`src/rtl/uart_pkg.sv`:
```
// Shared UART definitions: receive FSM states, parity-type encodings and the
// prescale legality check used by both the RX and TX serializer paths.
package uart_pkg;

    typedef enum logic [2:0] {
        ST_IDLE,
        ST_START,
        ST_DATA,
        ST_PARITY,
        ST_STOP
    } rx_state_e;

    localparam logic PAR_EVEN = 1'b0;
    localparam logic PAR_ODD  = 1'b1;

    function automatic logic prescale_legal(input int unsigned prescale);
        return (prescale == 8) || (prescale == 16) || (prescale == 32);
    endfunction

endpackage

```
`src/rtl/uart_rx_data_sampler.sv`:
```
// Three-tap mid-bit capture with majority vote; taps register one cycle after their tick,
// so the vote is stable by the last tick of the bit. No backpressure: runs every cycle.
module uart_rx_data_sampler #(
    parameter int unsigned PRESCALE = 8,
    parameter int unsigned EW       = $clog2(PRESCALE)
) (
    input  logic          clk,
    input  logic          rst,
    input  logic          rx_i,
    input  logic [EW-1:0] edge_cnt_i,
    output logic          bit_o
);

    localparam logic [EW-1:0] TAP_EARLY = EW'(PRESCALE / 2 - 1);
    localparam logic [EW-1:0] TAP_MID   = EW'(PRESCALE / 2);
    localparam logic [EW-1:0] TAP_LATE  = EW'(PRESCALE / 2 + 1);

    logic [2:0] taps_q;
    logic [2:0] taps_d;

    always_comb begin
        taps_d = taps_q;
        if (edge_cnt_i == TAP_EARLY) taps_d[0] = rx_i;
        if (edge_cnt_i == TAP_MID)   taps_d[1] = rx_i;
        if (edge_cnt_i == TAP_LATE)  taps_d[2] = rx_i;
    end

    always_ff @(posedge clk) begin
        if (rst) begin
            taps_q <= '0;
        end else begin
            taps_q <= taps_d;
        end
    end

    assign bit_o = (taps_q[0] & taps_q[1]) | (taps_q[0] & taps_q[2]) | (taps_q[1] & taps_q[2]);

endmodule

```
`src/rtl/uart_rx_core.sv`:
```
// UART receiver: start detect, majority-voted bits, LSB-first deserialize, parity/stop checks.
// Strobes land (2+DATA_WIDTH+PAR_EN)*PRESCALE cycles after the line falls; no backpressure.
module uart_rx_core
    import uart_pkg::*;
#(
    parameter int unsigned DATA_WIDTH = 8,
    parameter int unsigned PRESCALE   = 8
) (
    input  logic                  clk,
    input  logic                  rst,
    input  logic                  RX_IN,
    input  logic                  PAR_EN,
    input  logic                  PAR_TYP,
    output logic [DATA_WIDTH-1:0] P_DATA,
    output logic                  data_valid,
    output logic                  par_err,
    output logic                  stp_err,
    output logic                  busy
);

    localparam int unsigned EW = $clog2(PRESCALE);
    localparam int unsigned BW = $clog2(DATA_WIDTH);
    localparam logic [EW-1:0] LAST_TICK = EW'(PRESCALE - 1);
    localparam logic [BW-1:0] LAST_BIT  = BW'(DATA_WIDTH - 1);

    if (!prescale_legal(PRESCALE)) begin : g_bad_prescale
        $error("uart_rx_core: PRESCALE must be 8, 16 or 32");
    end
    if (DATA_WIDTH < 5 || DATA_WIDTH > 9) begin : g_bad_width
        $error("uart_rx_core: DATA_WIDTH must be 5..9");
    end

    rx_state_e             state_q, state_d;
    logic [EW-1:0]         edge_cnt_q, edge_cnt_d;
    logic [BW-1:0]         bit_cnt_q, bit_cnt_d;
    logic [DATA_WIDTH-1:0] shift_q, shift_d;
    logic [DATA_WIDTH-1:0] p_data_q, p_data_d;
    logic                  par_en_q, par_en_d;
    logic                  par_typ_q, par_typ_d;
    logic                  par_bad_q, par_bad_d;
    logic                  dv_q, dv_d;
    logic                  perr_q, perr_d;
    logic                  serr_q, serr_d;
    logic                  sampled_bit;
    logic                  tick_last;

    // In IDLE the counter sits at 0, which is exactly tick 0 of a start bit.
    uart_rx_data_sampler #(
        .PRESCALE (PRESCALE),
        .EW       (EW)
    ) u_sampler (
        .clk        (clk),
        .rst        (rst),
        .rx_i       (RX_IN),
        .edge_cnt_i (edge_cnt_q),
        .bit_o      (sampled_bit)
    );

    assign tick_last = (edge_cnt_q == LAST_TICK);

    always_comb begin
        state_d    = state_q;
        edge_cnt_d = edge_cnt_q;
        bit_cnt_d  = bit_cnt_q;
        shift_d    = shift_q;
        p_data_d   = p_data_q;
        par_en_d   = par_en_q;
        par_typ_d  = par_typ_q;
        par_bad_d  = par_bad_q;
        dv_d       = 1'b0;
        perr_d     = 1'b0;
        serr_d     = 1'b0;

        if (state_q != ST_IDLE) begin
            edge_cnt_d = tick_last ? '0 : edge_cnt_q + 1'b1;
        end

        case (state_q)
            ST_IDLE: begin
                if (!RX_IN) begin
                    state_d    = ST_START;
                    edge_cnt_d = EW'(1);
                    bit_cnt_d  = '0;
                    par_en_d   = PAR_EN;
                    par_typ_d  = PAR_TYP;
                    par_bad_d  = 1'b0;
                end
            end
            ST_START: begin
                if (tick_last) state_d = sampled_bit ? ST_IDLE : ST_DATA;
            end
            ST_DATA: begin
                if (tick_last) begin
                    shift_d = {sampled_bit, shift_q[DATA_WIDTH-1:1]};
                    if (bit_cnt_q == LAST_BIT) begin
                        bit_cnt_d = '0;
                        state_d   = par_en_q ? ST_PARITY : ST_STOP;
                    end else begin
                        bit_cnt_d = bit_cnt_q + 1'b1;
                    end
                end
            end
            ST_PARITY: begin
                if (tick_last) begin
                    par_bad_d = sampled_bit != ((^shift_q) ^ (par_typ_q == PAR_ODD));
                    state_d   = ST_STOP;
                end
            end
            ST_STOP: begin
                if (tick_last) begin
                    state_d = ST_IDLE;
                    dv_d    = !par_bad_q && sampled_bit;
                    perr_d  = par_bad_q;
                    serr_d  = !sampled_bit;
                    if (!par_bad_q && sampled_bit) p_data_d = shift_q;
                end
            end
            default: state_d = ST_IDLE;
        endcase
    end

    always_ff @(posedge clk) begin
        if (rst) begin
            state_q    <= ST_IDLE;
            edge_cnt_q <= '0;
            bit_cnt_q  <= '0;
            shift_q    <= '0;
            p_data_q   <= '0;
            par_en_q   <= 1'b0;
            par_typ_q  <= 1'b0;
            par_bad_q  <= 1'b0;
            dv_q       <= 1'b0;
            perr_q     <= 1'b0;
            serr_q     <= 1'b0;
        end else begin
            state_q    <= state_d;
            edge_cnt_q <= edge_cnt_d;
            bit_cnt_q  <= bit_cnt_d;
            shift_q    <= shift_d;
            p_data_q   <= p_data_d;
            par_en_q   <= par_en_d;
            par_typ_q  <= par_typ_d;
            par_bad_q  <= par_bad_d;
            dv_q       <= dv_d;
            perr_q     <= perr_d;
            serr_q     <= serr_d;
        end
    end

    assign P_DATA     = p_data_q;
    assign data_valid = dv_q;
    assign par_err    = perr_q;
    assign stp_err    = serr_q;
    assign busy       = (state_q != ST_IDLE);

endmodule

```
`config.mk`:
```
export PLATFORM = sky130hd
export DESIGN_NAME = uart_rx_core
export DESIGN_NICKNAME = d
export VERILOG_FILES = /design/src/rtl/uart_pkg.sv /design/src/rtl/uart_rx_data_sampler.sv /design/src/rtl/uart_rx_core.sv
export SDC_FILE = /design/constraint.sdc
export NUM_CORES = 1
export LEC_CHECK = 0
export BUFFER_PORTS_ARGS = -buffer_cell sky130_fd_sc_hd__buf_4
export CAP_MARGIN = 20
export CORE_MARGIN = 5
export CORE_UTILIZATION = 57
export DETAILED_ROUTE_END_ITERATION = 8
export GPL_TIMING_DRIVEN = 0
export PLACE_DENSITY = 0.86
export REMOVE_ABC_BUFFERS = 1
export SLEW_MARGIN = 20
export SYNTH_ARGS = -nofsm -noshare
export SYNTH_HDL_FRONTEND = slang
export SYNTH_SLANG_ARGS = --single-unit
```
`constraint.sdc`:
```
create_clock -name clk -period 2.6 [get_ports clk]
set_clock_uncertainty 0.2 [all_clocks]
set_input_delay 0.39 -clock clk [delete_from_list [all_inputs] [get_ports clk]]
set_output_delay 0.39 -clock clk [all_outputs]
set_load 0.03 [all_outputs]
```
---- After elaboration in Yosys (flattened, before gate mapping) ----
Cells that the tools add are included.
Widths: inputs -> output; s select.
storage, ports and cells
  flip-flop bits (word level) ............. 34
  output and inout bits ................... 12
operators by class
  $add $sub $neg .......................... 2
  equality and inequality tests ........... 16
  multiplexer cells ....................... 20
  bitwise gates (word level) .............. 9
  reduce and logical (&&, ||, !) cells .... 15
operators with widths
  kind                 count
  $mux 3               14
  $eq 3x3->1 const B   5
  $pmux 3 s5           1
  $ne 2x2->1 const B   6
  $eq 3x2->1 const B   3
  $reduce_and 3->1     3
  $reduce_xor 8->1     1
  $add 3x1->3 const B  2
  $pmux 3 s2           1
  $reduce_and 6->1     1
  $reduce_and 2->1     2
  $reduce_bool 2->1    2
  $and 1x1->1          3
  $eq 3x1->1 const B   1
  $logic_not 3->1      1
  $not 1->1            3
  $reduce_bool 3->1    1
  $reduce_or 3->1      1
  $logic_not 1->1      2
  $mux 1               2
  $mux 2               1
  $or 1x1->1           2
  $pmux 1 s2           1
  $logic_and 1x1->1    1
  2 further kinds      2

---- Longest topological paths before layout ----
Gate-level depths: netlist of the first run.
  depth in word-level cells ............... 6
  mapped depth ............................ 7
  gate-level depth less buffers ........... 6

---- By module ----
From an unflattened synthesis of the first run, not the netlist that was laid out.
unflattened totals
  cell total of the unflattened synthesis .. 159
  area, all modules ....................... 1,592.8 um^2
modules (own cells, without submodules)
  module                times used  cells an instance  area an instance (um^2)  seq. area each (um^2)
  uart_rx_core          1           145                1,437.6                  620.6
  uart_rx_data_sampler  1           14                 155.1                    60.1

---- Worst setup path before layout of the first run ----
Ideal clock, no wire load.
  kind .................................... register -> register
  start point ............................. register edge_cnt_q[0]
  end point ............................... register shift_q[0]
  setup time .............................. 0.128 ns
  data arrival time ....................... 1.601 ns
  setup slack ............................. 0.672 ns
  cell stages (with the launch flop) ...... 8
  buffers on the path ..................... 1
  cell sequence ........................... dfxtp_1 -> ha_1 -> ha_1 -> buf_4 -> nand2_1 -> nor3_4 -> mux2i_1 -> nor2_1
on the way
  cells in the longest elaborated chain, start to end .. 2
ends and longest elaborated chain
  item                        RTL line             text
  start: declaration          uart_rx_core.sv:34   logic [EW-1:0] edge_cnt_q, edge_cnt_d;
  start signal: assignment    uart_rx_core.sv:137  edge_cnt_q <= edge_cnt_d;
  $eq 3x3->1                  uart_rx_core.sv:59   assign tick_last = (edge_cnt_q == LAST_TICK);
  $reduce_and 2->1 (no line)  n/a
  end signal: assignment      uart_rx_core.sv:139  shift_q <= shift_d;
  end: declaration            uart_rx_core.sv:36   logic [DATA_WIDTH-1:0] shift_q, shift_d;
No other way between the ends.
A chain may end at the register's enable or synchronous reset.

---- Worst setup path in the final report of the first run ----
  start point ............................. register edge_cnt_q[0]
  end point ............................... register p_data_q[1] (netlist: P_DATA[1])
on the way
  cells in the longest elaborated chain, start to end .. 2
ends and longest elaborated chain
  item                        RTL line             text
  $eq 3x3->1                  uart_rx_core.sv:59
  $reduce_and 3->1 (no line)  n/a
  end signal: assignment      uart_rx_core.sv:140  p_data_q <= p_data_d;
  end: declaration            uart_rx_core.sv:37   logic [DATA_WIDTH-1:0] p_data_q, p_data_d;
No other way between the ends.

==> impl_metrics.csv, run 1 <==
group,metric,value,unit
status,status,"finished, final reports clean",
cts,cts-root-buf,"clkbuf_4",
worst_setup_path,path_max_fanout,11,
power_and_ir_drop,seq_power_share,58.5,%
floorplanning,die_area,0.00396,mm2
sta,fin_ws,283,ps
logic_synthesis,synth_seq_cells,34,
worst_setup_path,path_class,"flop to flop",
logic_synthesis,synth-main-ff-cell,"dfxtp_1",
place,place_congestion,0.762,
sta,fin_crit_sh,89.1,%
floorplanning,chipWidth,62.9,um
logic_synthesis,synthArstFlopShare,0,%
route,drtAntennaViolNets,0,
worst_setup_path,start_kind,"flop",
power_and_ir_drop,swShare,26.1,%
place,pre_cts_ws,167,ps
worst_setup_path,required,2620,ps
grt,antenna_found_initial,0,
layout,fin_cells,214,
logic_synthesis,yosys.area.top_type_share,42.6,%
floorplanning,rows,19,
power_and_ir_drop,power.internal,0.000701,W
route,wirelength,2.90,mm
sta,finalSetupViolCount,0,
place,placed_area,0.00170,mm2
cts,clk_latency,340,ps
logic_synthesis,synth_area,0.00160,mm2
worst_setup_path,r2r-end,"P_DATA[1]",
sta,worstMarginPinSlew,592,ps
worst_setup_path,worstPathCellList,"ha_1 > ha_2 > nand4bb_4 > or3b_1 > mux2i_1 > nor2_1",
place,place_inst,206,
place,post-dp-hpwl,1.99,mm
power_and_ir_drop,pwr-share-comb,9.5,%
grt,grt_pass1_vias,1171,
power_and_ir_drop,cellPowerDensity,539,mW/mm2
power_and_ir_drop,clockPowerShare,32.0,%
sta,hold_violations,0,
sta,rsz0062_at_grt,"false",
logic_synthesis,yosysTopAreaCell,"dfxtp_1",
logic_synthesis,synth_cell_types,36,
floorplanning,initial_core_util,59.0,%
logic_synthesis,synthTopCellsByArea,"dfxtp_1 43%, mux2i_1 12%, nor2_1 7.5%, ha_1 5.5%, xnor2_1 3.3%",
route,wl_per_cell,13.5,um
cts,clockBufferDepth,2,
logic_synthesis,ys_top_cells_by_count,"34 x dfxtp_1, 32 x nor2_1, 19 x mux2i_1",
sta,slew_viol_final,0,
worst_setup_path,cp_num_buf_inv,0,
sta,fmax,432,MHz
grt,grt_pass1_wl,5.08,mm
cts,cts_setup_buffers,0,
grt,grt_max_degree,34,
floorplanning,die_h,62.9,um
hold_path,min_to,"par_typ_q",
cts,cts_made_buffers,5,
layout,area_growth,10.2,%
hold_path,min_path_type,"primary input to flop",
cts,clkSlewWorstSetupHoldPaths,100,ps
worst_setup_path,max_stage_delay,620,ps
cts,cts_tree,"yes",
route,drt_pass1_iterations,4,
route,drtIter0Drc,42,
power_and_ir_drop,max-vdd-ir-drop,0.489,mV
worst_setup_path,crit_slowest_cell,"or3b_1",
power_and_ir_drop,leakage,0.721,nW
logic_synthesis,avgSynthCellArea,9.40,um2
layout,design_area,0.00176,mm2
layout,diodes,0,
worst_setup_path,cp_top_family,"simple AND/OR/NAND/NOR gates",
cts,htree_levels,2,
flow_run,maxCapViolations,0,
grt,overflow,0,
logic_synthesis,synth-edff-count,0,
route,vias,1201,
logic_synthesis,yosysMostFrequentCell,"dfxtp_1",
route,drc,0,
logic_synthesis,ys_seq_area_share,42.6,%
floorplanning,fp.coreArea,0.00271,mm2
power_and_ir_drop,total_power,0.000949,W
hold_path,hp-start,"PAR_TYP",
place,port_buffers,16,
layout,num-nets-final,194,
floorplanning,io_pins,17,
worst_setup_path,r2r-start,"edge_cnt_q[0]",
power_and_ir_drop,power.switching,0.000248,W
cts,clock_sinks,34,
sta,min_period,2320,ps
layout,drive_gt1_share,15.8,%
route,vias_per_cell,5.61,
logic_synthesis,yosysWarnings,0,
sta,timing.slew.headroom,60.5,%
worst_setup_path,rr_worst_depth,6,
worst_setup_path,crit_path_end_kind,"flop",
sta,setup_tns,0,ps
hold_path,worst_hold_path.num_cells,3,
grt,grt_use_total,16.2,%
logic_synthesis,syn_inst,170,
worst_setup_path,crit_arrival,2340,ps
worst_setup_path,reg2reg_slack,280,ps
## stage by stage
stage,hold WS (ps),utilization (%)
global placement,244,62.6
finish,77.3,65.0
floorplan,230,-
global route,71.8,65.0
detailed placement,258,62.6
CTS,75.4,64.9
## cells in the final DEF (no fill, tap or decap), types with 2 or more instances in the layout
cell	n
xnor2_1	6
inv_1	5
buf_4	16
ha_1	6
a21oi_1	10
a311oi_1	2
o21ai_0	2
mux2i_1	19
clkbuf_4	5
nand2_1	12
a31oi_1	2
nand4_1	3
dfxtp_1	34
nor3_4	2
nand2b_1	3
nor2_1	32
nand3_1	3
## worst max-delay path by stage
stage | depth (start not counted) | endpoint | from | slack (ps)
2_1_floorplan | 6 | P_DATA[0] | edge_cnt_q[0] | 480
3_3_place_gp | 6 | P_DATA[1] | edge_cnt_q[0] | 260
3_5_place_dp | 6 | P_DATA[1] | edge_cnt_q[0] | 170
4_1_cts | 6 | P_DATA[1] | edge_cnt_q[0] | 130
5_1_grt | 6 | P_DATA[7] | edge_cnt_q[0] | 70
6_report | 6 | P_DATA[1] | edge_cnt_q[0] | 280
## worst register-to-register path, delay by kind of cell, from the launching register on
family,cells,cell delay (ps)
adder cells (fa/ha/maj),2,550
flip-flops,1,400
multiplexers,1,220
AND/OR/NAND/NOR,3,820
## sequential cells by signal, indices dropped and copies added (netlist names)
signal,cells
P_DATA,8
bit_cnt_q,3
data_valid,1
edge_cnt_q,3
par_bad_q,1
par_en_q,1
par_err,1
par_typ_q,1
shift_q,8
state_q,3
stp_err,1
u_sampler.taps_q,3
## power groups by stage
stage | combinational (W) | sequential, W | clock, W
after global placement | 0.0000828 | 0.000564 | 0
after global routing | 0.0000996 | 0.000559 | 0.000344
final | 0.0000897 | 0.000555 | 0.000304
after CTS | 0.0000900 | 0.000555 | 0.000313
after detailed placement | 0.0000893 | 0.000566 | 0
after floorplan | 0.0000600 | 0.000561 | 0
## per-layer routing
metal	track usage, %	wire length (um)	up-vias
met3	6.12	149	8
met4	7.69	63	0
met2	27.3	1440	23
met5	0	0	-
li1	-	-	604
met1	17.8	1250	566
## final cells by class
cell class / count / area, um2
clock inverter: 1 / 5.00
clock buffer: 7 / 55.1
inverter: 5 / 18.8
tap: 31 / 38.8
timing repair buffer: 16 / 120
fill: 233 / 950
multi-input combinational: 120 / 842
sequential: 34 / 681
## logic make-up (layout without fill, tap and decap cells)
| group | after synthesis | after routing | share of synthesized area [%] |
|---|---|---|---|
| AND/OR/NAND/NOR | 62 | 62 | 19.9 |
| AO/OA/AOI/OAI | 23 | 23 | 9.40 |
| XOR/XNOR | 8 | 8 | 5.25 |
| multiplexers | 19 | 19 | 11.9 |
| adder cells (fa/ha/maj) | 8 | 8 | 6.11 |
| buffers and inverters | 16 | 29 | 4.85 |
| flip-flops | 34 | 34 | 42.6 |
## repair_timing
action	in CTS	in global routing
hold buffers	0	0
gates resized for setup	0	1
hold endpoints to repair	0	0
setup endpoints to repair	0	7
Note: power is estimated with default switching activity, not from simulation.
==> inputs of run 2 (changes only) <==
--- a/config.mk
+++ b/config.mk
@@ -8,10 +8,11 @@
 export BUFFER_PORTS_ARGS = -buffer_cell sky130_fd_sc_hd__buf_4
 export CAP_MARGIN = 20
 export CORE_MARGIN = 5
-export CORE_UTILIZATION = 57
+export CORE_UTILIZATION = 51
 export DETAILED_ROUTE_END_ITERATION = 8
+export GPL_ROUTABILITY_DRIVEN = 1
 export GPL_TIMING_DRIVEN = 0
-export PLACE_DENSITY = 0.86
+export PLACE_DENSITY = 0.81
 export REMOVE_ABC_BUFFERS = 1
 export SLEW_MARGIN = 20
 export SYNTH_ARGS = -nofsm -noshare
==> constraint.sdc (replaced) <==
create_clock -name clk -period 1.87 [get_ports clk]
set_clock_uncertainty 0.2 [all_clocks]
set_input_delay 0.2805 -clock clk [delete_from_list [all_inputs] [get_ports clk]]
set_output_delay 0.2805 -clock clk [all_outputs]
set_load 0.03 [all_outputs]
==> impl_metrics.csv, run 2 (synthesized netlist as in run 1, its figures left out) <==
group,metric,value,unit
sta,worstMarginPinSlew,348,ps
power_and_ir_drop,max-vdd-ir-drop,0.371,mV
cts,cts-root-buf,"clkbuf_4",
worst_setup_path,cp_top_family,"simple AND/OR/NAND/NOR gates",
worst_setup_path,worstPathCellList,"ha_4 > ha_4 > nand4bb_4 > or3b_4 > mux2i_1 > nor2_1",
worst_setup_path,path_class,"flop to flop",
place,port_buffers,16,
layout,final_common_cell,"nor2_1",
layout,area_growth,20.8,%
sta,timing.slew.headroom,76.8,%
worst_setup_path,crit_arrival,1850,ps
route,vias,1244,
floorplanning,chipWidth,66.0,um
route,met2WireLength,1.54,mm
sta,rsz0062_at_grt,"true",
sta,slew_viol_final,0,
cts,cts_tree,"yes",
status,status,"finished, final reports clean",
floorplanning,rows,20,
place,pre_cts_ws,-518,ps
grt,grt_use_total,15.7,%
worst_setup_path,max_stage_delay,480,ps
grt,antenna_found_initial,0,
cts,clock_sinks,34,
route,met3_wirelength,124,um
route,drtAntennaViolNets,0,
route,drc,0,
route,wl_per_cell,12.9,um
cts,clkSlewWorstSetupHoldPaths,100,ps
cts,cts_made_buffers,5,
grt,grt_pass1_vias,1229,
route,drt_pass1_iterations,4,
floorplanning,initial_core_util,52.8,%
floorplanning,io_pins,17,
grt,grt_pass1_wl,5.22,mm
sta,finalSetupViolCount,0,
worst_setup_path,crit_slowest_cell,"or3b_4",
route,drtIter0Drc,42,
worst_setup_path,cp_common_cell,"ha_4",
grt,grt_max_degree,34,
cts,clk_latency,330,ps
sta,hold_violations,0,
sta,setup_tns,0,ps
hold_path,min_path_type,"primary input to flop",
layout,drive_gt1_share,24.9,%
worst_setup_path,cp_num_buf_inv,0,
sta,fin_ws,33.1,ps
floorplanning,die_h,66.0,um
worst_setup_path,start_kind,"flop",
floorplanning,die_area,0.00435,mm2
layout,num-nets-final,204,
flow_run,maxCapViolations,0,
power_and_ir_drop,leakage,0.776,nW
sta,fmax,544,MHz
layout,final_cell_mix,"32 x nor2_1, 28 x dfxtp_1, 22 x buf_4, 19 x mux2i_1, 12 x nand2_1",
power_and_ir_drop,cellPowerDensity,693,mW/mm2
route,highest_layer,"met4",
layout,diodes,0,
cts,htree_levels,2,
grt,overflow,0,
route,wl_met1,1.33,mm
sta,fin_crit_sh,98.2,%
sta,min_period,1840,ps
worst_setup_path,path_max_fanout,5,
place,post-dp-hpwl,1.91,mm
place,place_congestion,0.717,
route,wirelength,3.05,mm
worst_setup_path,required,1880,ps
layout,fin_util,63.7,%
route,vias_per_cell,5.25,
cts,clockBufferDepth,2,
floorplanning,fp.coreArea,0.00303,mm2
worst_setup_path,crit_path_end_kind,"flop",
run 2: cell count changes in the layout (fill, tap and decap cells not counted), sizes merged:
cell,change
buf,+7
or3b,+1
dlygate4sd3,+2
run 2: area by class of cell:
| class | count | area, um2 |
|---|---|---|
| Fill cell | 253 | 1100 |
| Sequential cell | 34 | 693 |
| Multi-Input combinational cell | 121 | 897 |
| Clock buffer | 7 | 55.1 |
| Timing Repair Buffer | 25 | 205 |
| Tap cell | 44 | 55.1 |
| Inverter | 5 | 18.8 |
| Clock inverter | 1 | 5.00 |
run 2: per-stage QoR:
step	total power [W]	instance area [um2]	hold WS, ps	std cells
CTS	0.00135	1870	12.2	233
global placement	0.000900	1710	244	219
floorplan	0.000863	1540	150	159
finish	0.00134	1930	40.7	237
global route	0.00141	1930	38.1	237
detailed placement	0.000907	1710	266	219
run 2: routing by layer:
metal,vias up,global-route usage (%)
met4,0,6.35
met1,580,17.9
met5,-,0
met3,5,4.08
li1,634,-
met2,25,27.7
run 2: repair_timing:
action,4_1_cts,5_1_grt
resized for setup,11,8
hold endpoints to repair,2,0
endpoints found under the setup margin,25,16
hold buffers,2,0
pin swaps,2,6
cloned,1,0
setup buffers,3,4
run 2: path summary, 6_finish.rpt:
check           startpoint             to  slack [ps]  cells past startpoint
max          edge_cnt_q[1]      P_DATA[3]          30                      6
min                  RX_IN  edge_cnt_q[0]          40                      2
min reg2reg   bit_cnt_q[1]   bit_cnt_q[1]         280                      2
max reg2reg  edge_cnt_q[1]      P_DATA[3]          30                      6
run 2: report_power, final:
part | leakage (nW) | switching [W] | internal (W)
registers | 0.278 | 0.0000328 | 0.000740
logic | 0.463 | 0.0000738 | 0.0000681
clock network | 0.0353 | 0.000240 | 0.000182
